**src/rtl/cpu_pkg.sv**
```systemverilog
// ---------------------------------------------------------------------------
// cpu_pkg
// Shared definitions for the CPU front end.
//   fetch_state_e    : fetch unit FSM states (BOOT, REQ, WAIT, HOLD)
//   INSN_BYTES       : size of one instruction in bytes
//   DEFAULT_RESET_PC : default first fetch address after reset
//   alignWord()      : forces an address onto a word boundary
// ---------------------------------------------------------------------------
package cpu_pkg;

    typedef enum logic [1:0] {
        FETCH_BOOT = 2'd0,
        FETCH_REQ  = 2'd1,
        FETCH_WAIT = 2'd2,
        FETCH_HOLD = 2'd3
    } fetch_state_e;

    localparam int unsigned INSN_BYTES       = 4;
    localparam logic [31:0] DEFAULT_RESET_PC = 32'h0000_0000;

    // Instructions are always word aligned, so the two low address bits carry
    // no information and are forced to zero wherever an address enters the PC.
    function automatic logic [31:0] alignWord(input logic [31:0] addr);
        return {addr[31:2], 2'b00};
    endfunction

endpackage

```
**src/rtl/fetch_unit.sv**
```systemverilog
// ---------------------------------------------------------------------------
// fetch_unit
// Sequential instruction fetch with redirect support. Issues one word-aligned
// request at a time to instruction memory, captures the returned word and
// presents it to decode together with its fall-through address (pc + 4).
//
// Ports
//   clk             : clock, all state updates on the rising edge
//   rst_n           : asynchronous active-low reset
//   redirect_valid  : taken branch / jump from the PC stage
//   redirect_target : redirect address, low two bits ignored
//   imem_req_valid  : instruction memory request strobe
//   imem_req_addr   : request address (always word aligned)
//   imem_req_ready  : memory accepts the request
//   imem_rsp_valid  : memory returns instruction data
//   imem_rsp_data   : returned instruction word
//   inst_valid      : fetched instruction available to decode
//   inst_data       : fetched instruction word
//   inst_npc        : address of the fetched instruction + 4
//   inst_ready      : decode accepts the instruction
// ---------------------------------------------------------------------------
module fetch_unit
    import cpu_pkg::*;
#(
    parameter logic [31:0] RESET_PC = DEFAULT_RESET_PC
) (
    input  logic        clk,
    input  logic        rst_n,
    input  logic        redirect_valid,
    input  logic [31:0] redirect_target,
    output logic        imem_req_valid,
    output logic [31:0] imem_req_addr,
    input  logic        imem_req_ready,
    input  logic        imem_rsp_valid,
    input  logic [31:0] imem_rsp_data,
    output logic        inst_valid,
    output logic [31:0] inst_data,
    output logic [31:0] inst_npc,
    input  logic        inst_ready
);

    localparam logic [31:0] BOOT_PC = alignWord(RESET_PC);

    fetch_state_e state_q;
    logic [31:0]  pc_q;
    logic         drop_q;
    logic         reqValid_q;
    logic         instValid_q;
    logic [31:0]  instData_q;
    logic [31:0]  instNpc_q;

    logic [31:0]  pcInc;
    logic [31:0]  redirectPc;

    // Sequential fall-through address; plain 32-bit addition wraps naturally.
    assign pcInc      = pc_q + 32'(INSN_BYTES);
    assign redirectPc = alignWord(redirect_target);

    // Fetch FSM. A redirect always overwrites the PC on the edge it is seen,
    // regardless of state. drop_q remembers that the single request currently
    // in flight belongs to a stale path, so its response must be thrown away.
    // reqValid_q is set on every transition into REQ so the request strobe
    // comes straight from a flop.
    always_ff @(posedge clk or negedge rst_n) begin
        if (!rst_n) begin
            state_q     <= FETCH_BOOT;
            pc_q        <= BOOT_PC;
            drop_q      <= 1'b0;
            reqValid_q  <= 1'b0;
            instValid_q <= 1'b0;
            instData_q  <= 32'h0;
            instNpc_q   <= 32'h0;
        end else begin
            case (state_q)
                FETCH_BOOT: begin
                    state_q    <= FETCH_REQ;
                    reqValid_q <= 1'b1;
                    if (redirect_valid) begin
                        pc_q <= redirectPc;
                    end
                end

                FETCH_REQ: begin
                    if (redirect_valid) begin
                        pc_q <= redirectPc;
                    end
                    // A request accepted on the same edge as a redirect was
                    // issued for the old path; its response is dropped later.
                    if (imem_req_ready) begin
                        state_q    <= FETCH_WAIT;
                        reqValid_q <= 1'b0;
                        drop_q     <= redirect_valid;
                    end
                end

                FETCH_WAIT: begin
                    if (redirect_valid) begin
                        pc_q <= redirectPc;
                        if (imem_rsp_valid) begin
                            // Response for the abandoned path is retired now.
                            state_q    <= FETCH_REQ;
                            reqValid_q <= 1'b1;
                            drop_q     <= 1'b0;
                        end else begin
                            drop_q     <= 1'b1;
                        end
                    end else if (imem_rsp_valid) begin
                        if (drop_q) begin
                            state_q    <= FETCH_REQ;
                            reqValid_q <= 1'b1;
                            drop_q     <= 1'b0;
                        end else begin
                            state_q     <= FETCH_HOLD;
                            instValid_q <= 1'b1;
                            instData_q  <= imem_rsp_data;
                            instNpc_q   <= pcInc;
                            pc_q        <= pcInc;
                        end
                    end
                end

                FETCH_HOLD: begin
                    // PC already points past the held instruction, so leaving
                    // HOLD needs no PC update unless a redirect arrives.
                    if (redirect_valid || inst_ready) begin
                        state_q     <= FETCH_REQ;
                        reqValid_q  <= 1'b1;
                        instValid_q <= 1'b0;
                        if (redirect_valid) begin
                            pc_q <= redirectPc;
                        end
                    end
                end

                default: begin
                    state_q     <= FETCH_BOOT;
                    reqValid_q  <= 1'b0;
                    instValid_q <= 1'b0;
                    drop_q      <= 1'b0;
                end
            endcase
        end
    end

    assign imem_req_valid = reqValid_q;
    assign imem_req_addr  = pc_q;
    assign inst_valid     = instValid_q;
    assign inst_data      = instData_q;
    assign inst_npc       = instNpc_q;

endmodule

```
**config.mk**
```make
export PLATFORM = sky130hd
export DESIGN_NAME = fetch_unit
export DESIGN_NICKNAME = d
export VERILOG_FILES = /design/src/rtl/cpu_pkg.sv /design/src/rtl/fetch_unit.sv
export SDC_FILE = /design/constraint.sdc
export NUM_CORES = 1
export LEC_CHECK = 0
export ABC_AREA = 1
export ABC_CLOCK_PERIOD_IN_PS = 1600
export BUFFER_PORTS_ARGS = -buffer_cell sky130_fd_sc_hd__clkbuf_2
export CAP_MARGIN = 20
export CORE_ASPECT_RATIO = 2
export CORE_MARGIN = 3
export CORE_UTILIZATION = 45
export DETAILED_ROUTE_END_ITERATION = 7
export GPL_TIMING_DRIVEN = 0
export HOLD_SLACK_MARGIN = 0.06
export PLACE_DENSITY_LB_ADDON = 0.2
export SYNTH_ARGS = -nofsm -noshare
export SYNTH_HDL_FRONTEND = slang
export SYNTH_SLANG_ARGS = --single-unit
export TNS_END_PERCENT = 50
```
**constraint.sdc**
```tcl
create_clock -name clk -period 1.6 [get_ports clk]
set_input_delay 0.08 -clock clk [delete_from_list [all_inputs] [get_ports clk]]
set_output_delay 0.08 -clock clk [all_outputs]
set_load 0.05 [all_outputs]
```
==> Yosys cells after proc, flatten, opt, wreduce, memory -nomap -nowiden <==
Index checks and enable logic that the tools add are counted.
{ "word_totals": {"register_bits": 101, "output_inout_bits": 98, "wordCells": 62} }
{ "op_classes": {"add_sub_neg": 1, "n_eq_ne": 11, "n_mux": 30, "bitwise_logic": 2, "reduce_logical": 11} }
{ "ops": {"columns": ["op", "n"], "rows": [
  ["two-way mux 32 bit", 5],
  ["one-hot mux 32 bit (3 select lines)", 1],
  ["adder 32 x 3 -> 32 bit, second input constant", 1],
  ["two-way mux 1 bit", 14],
  ["two-way mux 2 bit", 6],
  ["inequality test 2 bit, second input constant", 5],
  ["inequality test 3 bit, second input constant", 3],
  ["AND reduction 3 bit", 3],
  ["one-hot mux 2 bit (4 select lines)", 1],
  ["AND reduction 4 bit", 2],
  ["AND reduction 5 bit", 1],
  ["equality test 2 bit, second input constant", 2],
  ["one-hot mux 1 bit (2 select lines)", 2],
  ["one-hot mux 1 bit (4 select lines)", 1],
  ["nonzero test 2 bit", 2],
  ["equality test 2 x 1 -> 1 bit, second input constant", 1],
  ["zero test 2 bit", 1],
  ["inverter 1 bit", 2],
  ["OR reduction 2 bit", 1],
  ["logical OR 1 bit", 1]
]} }

==> Longest topological paths before layout <==
{ "depth": {"ltp_word": 5, "mapped_depth": 12} }

==> Worst setup path before layout <==
OpenSTA, ideal clock, no wires.
{ "synth_timing": {"path_kind": "flip-flop to flip-flop", "startpoint": "reg pc_q[2], in the netlist imem_req_addr[2]", "endpoint": "reg pc_q[20], in the netlist imem_req_addr[20]", "setup_time_ns": 0.118, "arrival_time_ns": 1.712, "t_required_ns": 1.482, "slack_ns": -0.230, "stages_incl_launch_ff": 9, "n_path_buf": 0, "synth_period_minus_slack_ns": 1.830, "path_cell_list": "dfrtp_1 ha_1 inv_1 nor2_1 nand3b_1 o21ai_0 nand3_1 nand2_1 nand2_1"} }
{ "synth_between": {"elab_chain_len": 5} }
{ "synth_rtl": {"columns": ["item", "line_no", "source"], "rows": [
  ["start: declaration", "fetch_unit.sv:45", "logic [31:0] pc_q;"],
  ["start signal: assignment", "fetch_unit.sv:79", "pc_q <= redirectPc;"],
  ["start signal: assignment", "fetch_unit.sv:85", "pc_q <= redirectPc;"],
  ["start signal: assignment", "fetch_unit.sv:98", "pc_q <= redirectPc;"],
  ["adder 32 x 3 -> 32 bit", "fetch_unit.sv:56", "assign pcInc = pc_q + 32'(INSN_BYTES);"],
  ["two-way mux 32 bit", "fetch_unit.sv:108", "if (drop_q) begin"],
  ["two-way mux 32 bit", "fetch_unit.sv:107", "end else if (imem_rsp_valid) begin"],
  ["two-way mux 32 bit", "fetch_unit.sv:97", "if (redirect_valid) begin"],
  ["one-hot mux 32 bit (3 select lines)", "fetch_unit.sv:74", "case (state_q)"]
]} }
No other way between the ends. The select of a mux whose other input is x is not followed.
A chain may end at the register's enable or synchronous reset.

==> Worst setup path after layout <==
{ "layout_timing": {"startpoint": "reg state_q[0]", "endpoint": "reg instData_q[18], in the netlist inst_data[18]"} }
{ "layout_between": {"elab_chain_len": 2} }
{ "layout_rtl": {"columns": ["item", "line_no", "source"], "rows": [
  ["start: declaration", "fetch_unit.sv:44", "fetch_state_e state_q;"],
  ["start signal: assignment", "fetch_unit.sv:66", "state_q <= FETCH_BOOT;"],
  ["start signal: assignment", "fetch_unit.sv:76", "state_q <= FETCH_REQ;"],
  ["start signal: assignment", "fetch_unit.sv:90", "state_q <= FETCH_WAIT;"],
  ["equality test 2 bit", "fetch_unit.sv:74", null],
  ["AND reduction 4 bit (no line)", null, null],
  ["end signal: assignment", "fetch_unit.sv:115", "instData_q <= imem_rsp_data;"],
  ["end: declaration", "fetch_unit.sv:49", "logic [31:0] instData_q;"]
]} }
No other way between the ends.

==> impl_metrics.prom <==
# TYPE chip_impl_metric gauge
chip_impl_metric{name="ant_nets",unit=""} 0
chip_impl_metric{name="detailedRoute.firstIterationViolations",unit=""} 310
chip_impl_metric{name="fin_tns_setup",unit="ps"} -4990
chip_impl_metric{name="max-clock-path-buffers",unit=""} 2
chip_impl_metric{name="fin_total_pwr",unit="mW"} 13.8
chip_impl_info{name="layout.cells.most_common",value="sky130_fd_sc_hd__nand2_1"} 1
chip_impl_metric{name="finish.cell_count_without_fillers",unit=""} 1086
chip_impl_metric{name="yosys_warnings",unit=""} 0
chip_impl_metric{name="route.vias.total",unit=""} 5505
chip_impl_metric{name="rows",unit=""} 54
chip_impl_metric{name="power.density_cell_area",unit="mW/mm^2"} 1870
chip_impl_info{name="cts_tree",value="built"} 1
chip_impl_metric{name="cellLeakagePower",unit="nW"} 3.89
chip_impl_metric{name="start_util",unit="%"} 46.2
chip_impl_info{name="reg2reg_from",value="state_q[0]"} 1
chip_impl_metric{name="hold_viol_final",unit=""} 0
chip_impl_metric{name="post_synth_inst_count",unit=""} 703
chip_impl_metric{name="fin_crit",unit="ps"} 1720
chip_impl_metric{name="async_flop_share",unit="%"} 100
chip_impl_metric{name="numPortBuffers",unit=""} 161
chip_impl_metric{name="flow.area_growth_from_synthesis",unit="%"} 47.4
chip_impl_metric{name="num_antenna_cells",unit=""} 0
chip_impl_info{name="cp-end-kind",value="flip-flop"} 1
chip_impl_metric{name="critical_path_peak_fanout",unit=""} 8
chip_impl_metric{name="timing.final.setup_violations",unit=""} 75
chip_impl_metric{name="place.detailed.hpwl",unit="mm"} 12.8
chip_impl_metric{name="cap_viol_max_count",unit=""} 0
chip_impl_info{name="worstHoldPathType",value="in -> reg"} 1
chip_impl_metric{name="final.hold.worst_slack",unit="ps"} 60.5
chip_impl_info{name="violated_checks",value="setup timing"} 1
chip_impl_metric{name="remaining_drc_errors",unit=""} 0
chip_impl_metric{name="grt_first_pass_wirelength",unit="mm"} 27.1
chip_impl_metric{name="hold_depth",unit=""} 5
chip_impl_metric{name="period_share",unit="%"} 108
chip_impl_metric{name="grt_antenna_before_repair",unit=""} 0
chip_impl_metric{name="post-route-util",unit="%"} 68.1
chip_impl_metric{name="die_height",unit="microns"} 155
chip_impl_metric{name="share_of_cells_above_drive_strength_1",unit="%"} 31.7
chip_impl_metric{name="detailed_place.area",unit="sq mm"} 0.00607
chip_impl_metric{name="clock-sinks",unit=""} 97
chip_impl_info{name="critPathLaunchType",value="flip-flop"} 1
chip_impl_metric{name="endpoint_required_time_on_the_critical_path",unit="ps"} 1840
chip_impl_metric{name="peakVddDrop",unit="uV"} 1210
chip_impl_metric{name="ys_seq_elements",unit=""} 97
chip_impl_metric{name="worstPathArrival",unit="ps"} 1960
chip_impl_info{name="critPathKind",value="reg -> reg"} 1
chip_impl_metric{name="finalMaxSlewViolations",unit=""} 0
chip_impl_metric{name="achievable-frequency",unit="GHz"} 0.581
chip_impl_metric{name="boundaryPins",unit=""} 168
chip_impl_info{name="cts_root_buf",value="sky130_fd_sc_hd__clkbuf_16"} 1
chip_impl_info{name="synth_flop_cell",value="sky130_fd_sc_hd__dfrtp_1"} 1
chip_impl_metric{name="final_design_area_no_fill",unit="sq mm"} 0.00740
chip_impl_metric{name="vias_in_the_first_global_route",unit=""} 5533
chip_impl_metric{name="cts_max_level",unit=""} 3
chip_impl_info{name="run_status",value="finished, violations left"} 1
chip_impl_metric{name="finalClockSkew",unit="ps"} 6.67
chip_impl_metric{name="pin_slew_with_the_least_headroom_to_its_limit",unit="ps"} 616
chip_impl_metric{name="worst_skew_pair.late_latency",unit="ps"} 350
chip_impl_metric{name="r2r_cells",unit=""} 12
chip_impl_metric{name="drtPass1Iterations",unit=""} 5
chip_impl_metric{name="synth_enable_flop_cells",unit=""} 0
chip_impl_metric{name="grt_remaining_overflow",unit=""} 0
chip_impl_metric{name="cts.clk_slew.worst_paths",unit="ps"} 70
chip_impl_metric{name="drt_via_density",unit=""} 5.07
chip_impl_metric{name="rrSetupSlack",unit="ps"} -120
chip_impl_info{name="grt_setup_unrepaired",value="true"} 1
chip_impl_metric{name="pre_cts_slack",unit="ps"} -417
chip_impl_metric{name="core_footprint",unit="sq mm"} 0.0109
chip_impl_metric{name="sequential_to_total_area_share_from_yosys_stat",unit="%"} 48.3
chip_impl_metric{name="groute.usage.overall",unit="%"} 28.8
chip_impl_metric{name="final_nets",unit=""} 1015
chip_impl_metric{name="number_of_instances_in_the_placed_design",unit=""} 1008
chip_impl_info{name="worstHoldEndpoint",value="imem_req_addr[27]"} 1
chip_impl_metric{name="synthesis.area",unit="sq mm"} 0.00502
chip_impl_metric{name="grt_start_max_net_pins",unit=""} 59
chip_impl_metric{name="smallest_setup_slack_after_layout",unit="ps"} -120
chip_impl_metric{name="syn-mean-instance-area",unit="sq um"} 7.14
chip_impl_metric{name="avgRoutedWirePerCell",unit="microns"} 16.6
chip_impl_metric{name="dieArea",unit="sq mm"} 0.0125
chip_impl_metric{name="totalWireLength",unit="mm"} 18.0
chip_impl_metric{name="cts_made_buffers",unit=""} 9
chip_impl_metric{name="chipWidth",unit="microns"} 80.7
chip_impl_metric{name="post_synth_cell_types",unit=""} 24
chip_impl_info{name="hold_path.startpoint",value="redirect_target[27]"} 1
chip_impl_metric{name="maxSlewHeadroom",unit="%"} 58.9
chip_impl_info{name="commonest_cells_after_routing_fill_and_taps_aside",value="293 x sky130_fd_sc_hd__nand2_1, 161 x sky130_fd_sc_hd__clkbuf_2, 93 x sky130_fd_sc_hd__nor2_1"} 1
chip_impl_info{name="r2r_end",value="inst_data[18]"} 1
chip_impl_metric{name="gp_congestion",unit=""} 0.947
per-layer routing:
layer	track usage, %	share of wire (%)	vias up
met3	4.58	5.8	60
met4	18.9	6.0	0
met1	28.0	33	2571
met2	53.8	55	223
li1	-	-	2651
met5	0	0	-
sequential cells by signal, summed over array words and instances (netlist names):
| name | count |
|---|---|
| inst_data | 32 |
| state_q | 2 |
| imem_req_addr | 30 |
| drop_q | 1 |
| imem_req_valid | 1 |
| inst_valid | 1 |
| inst_npc | 30 |
worst max-delay path: stages, from the launching register on:
cell                      delay (ps)
sky130_fd_sc_hd__dfrtp_1         410
sky130_fd_sc_hd__inv_2            80
sky130_fd_sc_hd__ha_4            170
sky130_fd_sc_hd__nand2_8          60
sky130_fd_sc_hd__nor2_4          110
sky130_fd_sc_hd__inv_2            60
sky130_fd_sc_hd__nor2_4          140
sky130_fd_sc_hd__buf_12          140
sky130_fd_sc_hd__inv_6            30
sky130_fd_sc_hd__buf_12          140
sky130_fd_sc_hd__buf_16          150
sky130_fd_sc_hd__nand2_2          50
sky130_fd_sc_hd__nand2_1          60
cells by family after synthesis:
logic type,after synthesis,share of synthesized area (%)
and+or+nand+nor,467,36.2
buffers and inverters,73,7.20
adders and majority gates,4,0.997
AOI/OAI and AO/OA,53,5.78
DFF,97,48.3
other,1,0.0747
xor gates and xnor gates,8,1.40
layout make-up:
cell class / count / area [sq um]
buffer: 27 / 309
clock buffer: 9 / 225
clock inverter: 7 / 101
fill: 946 / 3470
inverter: 45 / 179
multi-input combinational: 536 / 2470
sequential: 97 / 2440
tap: 140 / 175
timing repair buffer: 225 / 1500
cells in the mapped netlist, types with 2 or more instances:
cell                       instances  area (sq um)
sky130_fd_sc_hd__o22ai_1           3          18.8
sky130_fd_sc_hd__nor2_1          102           383
sky130_fd_sc_hd__nor2_4            2          22.5
sky130_fd_sc_hd__a31oi_1          12          75.1
sky130_fd_sc_hd__inv_1            42           158
sky130_fd_sc_hd__nand3b_1          2          15.0
sky130_fd_sc_hd__a21oi_1          15          75.1
sky130_fd_sc_hd__o21ai_0          21           105
sky130_fd_sc_hd__inv_2             3          11.3
sky130_fd_sc_hd__buf_6             7          78.8
sky130_fd_sc_hd__ha_1              4          50.1
sky130_fd_sc_hd__nand2_1         328          1230
sky130_fd_sc_hd__dfrtp_1          97          2430
sky130_fd_sc_hd__buf_4             6          45.0
sky130_fd_sc_hd__clkbuf_1          5          18.8
sky130_fd_sc_hd__nand3_1          31           155
sky130_fd_sc_hd__xnor2_1           2          17.5
sky130_fd_sc_hd__xor2_1            6          52.6
sky130_fd_sc_hd__buf_2            10          50.1
how the worst max path moves through the flow:
stage	depth (start not counted)	start	end
floorplan	8	imem_req_addr[2]	imem_req_addr[20]
global placement	1	rst_n	imem_req_addr[15]
detailed placement	10	state_q[0]	inst_data[22]
CTS	12	state_q[0]	inst_data[31]
global route	12	state_q[0]	inst_data[20]
finish	12	state_q[0]	inst_data[18]
timing repair:
action / in CTS / in global routing
hold buffers: 42 / 0
endpoints found under the hold margin: 80 / 0
endpoints found under the setup margin: 92 / 96
pin swaps: 4 / 5
setup buffers: 12 / 5
gates resized for setup: 74 / 63
cloned: 3 / 1
report_power, final:
group          internal, mW  switching, mW
Clock                  1.39           1.01
Sequential             3.44          0.864
Combinational          1.82           5.33
Note: power is estimated with default switching activity, not from simulation.
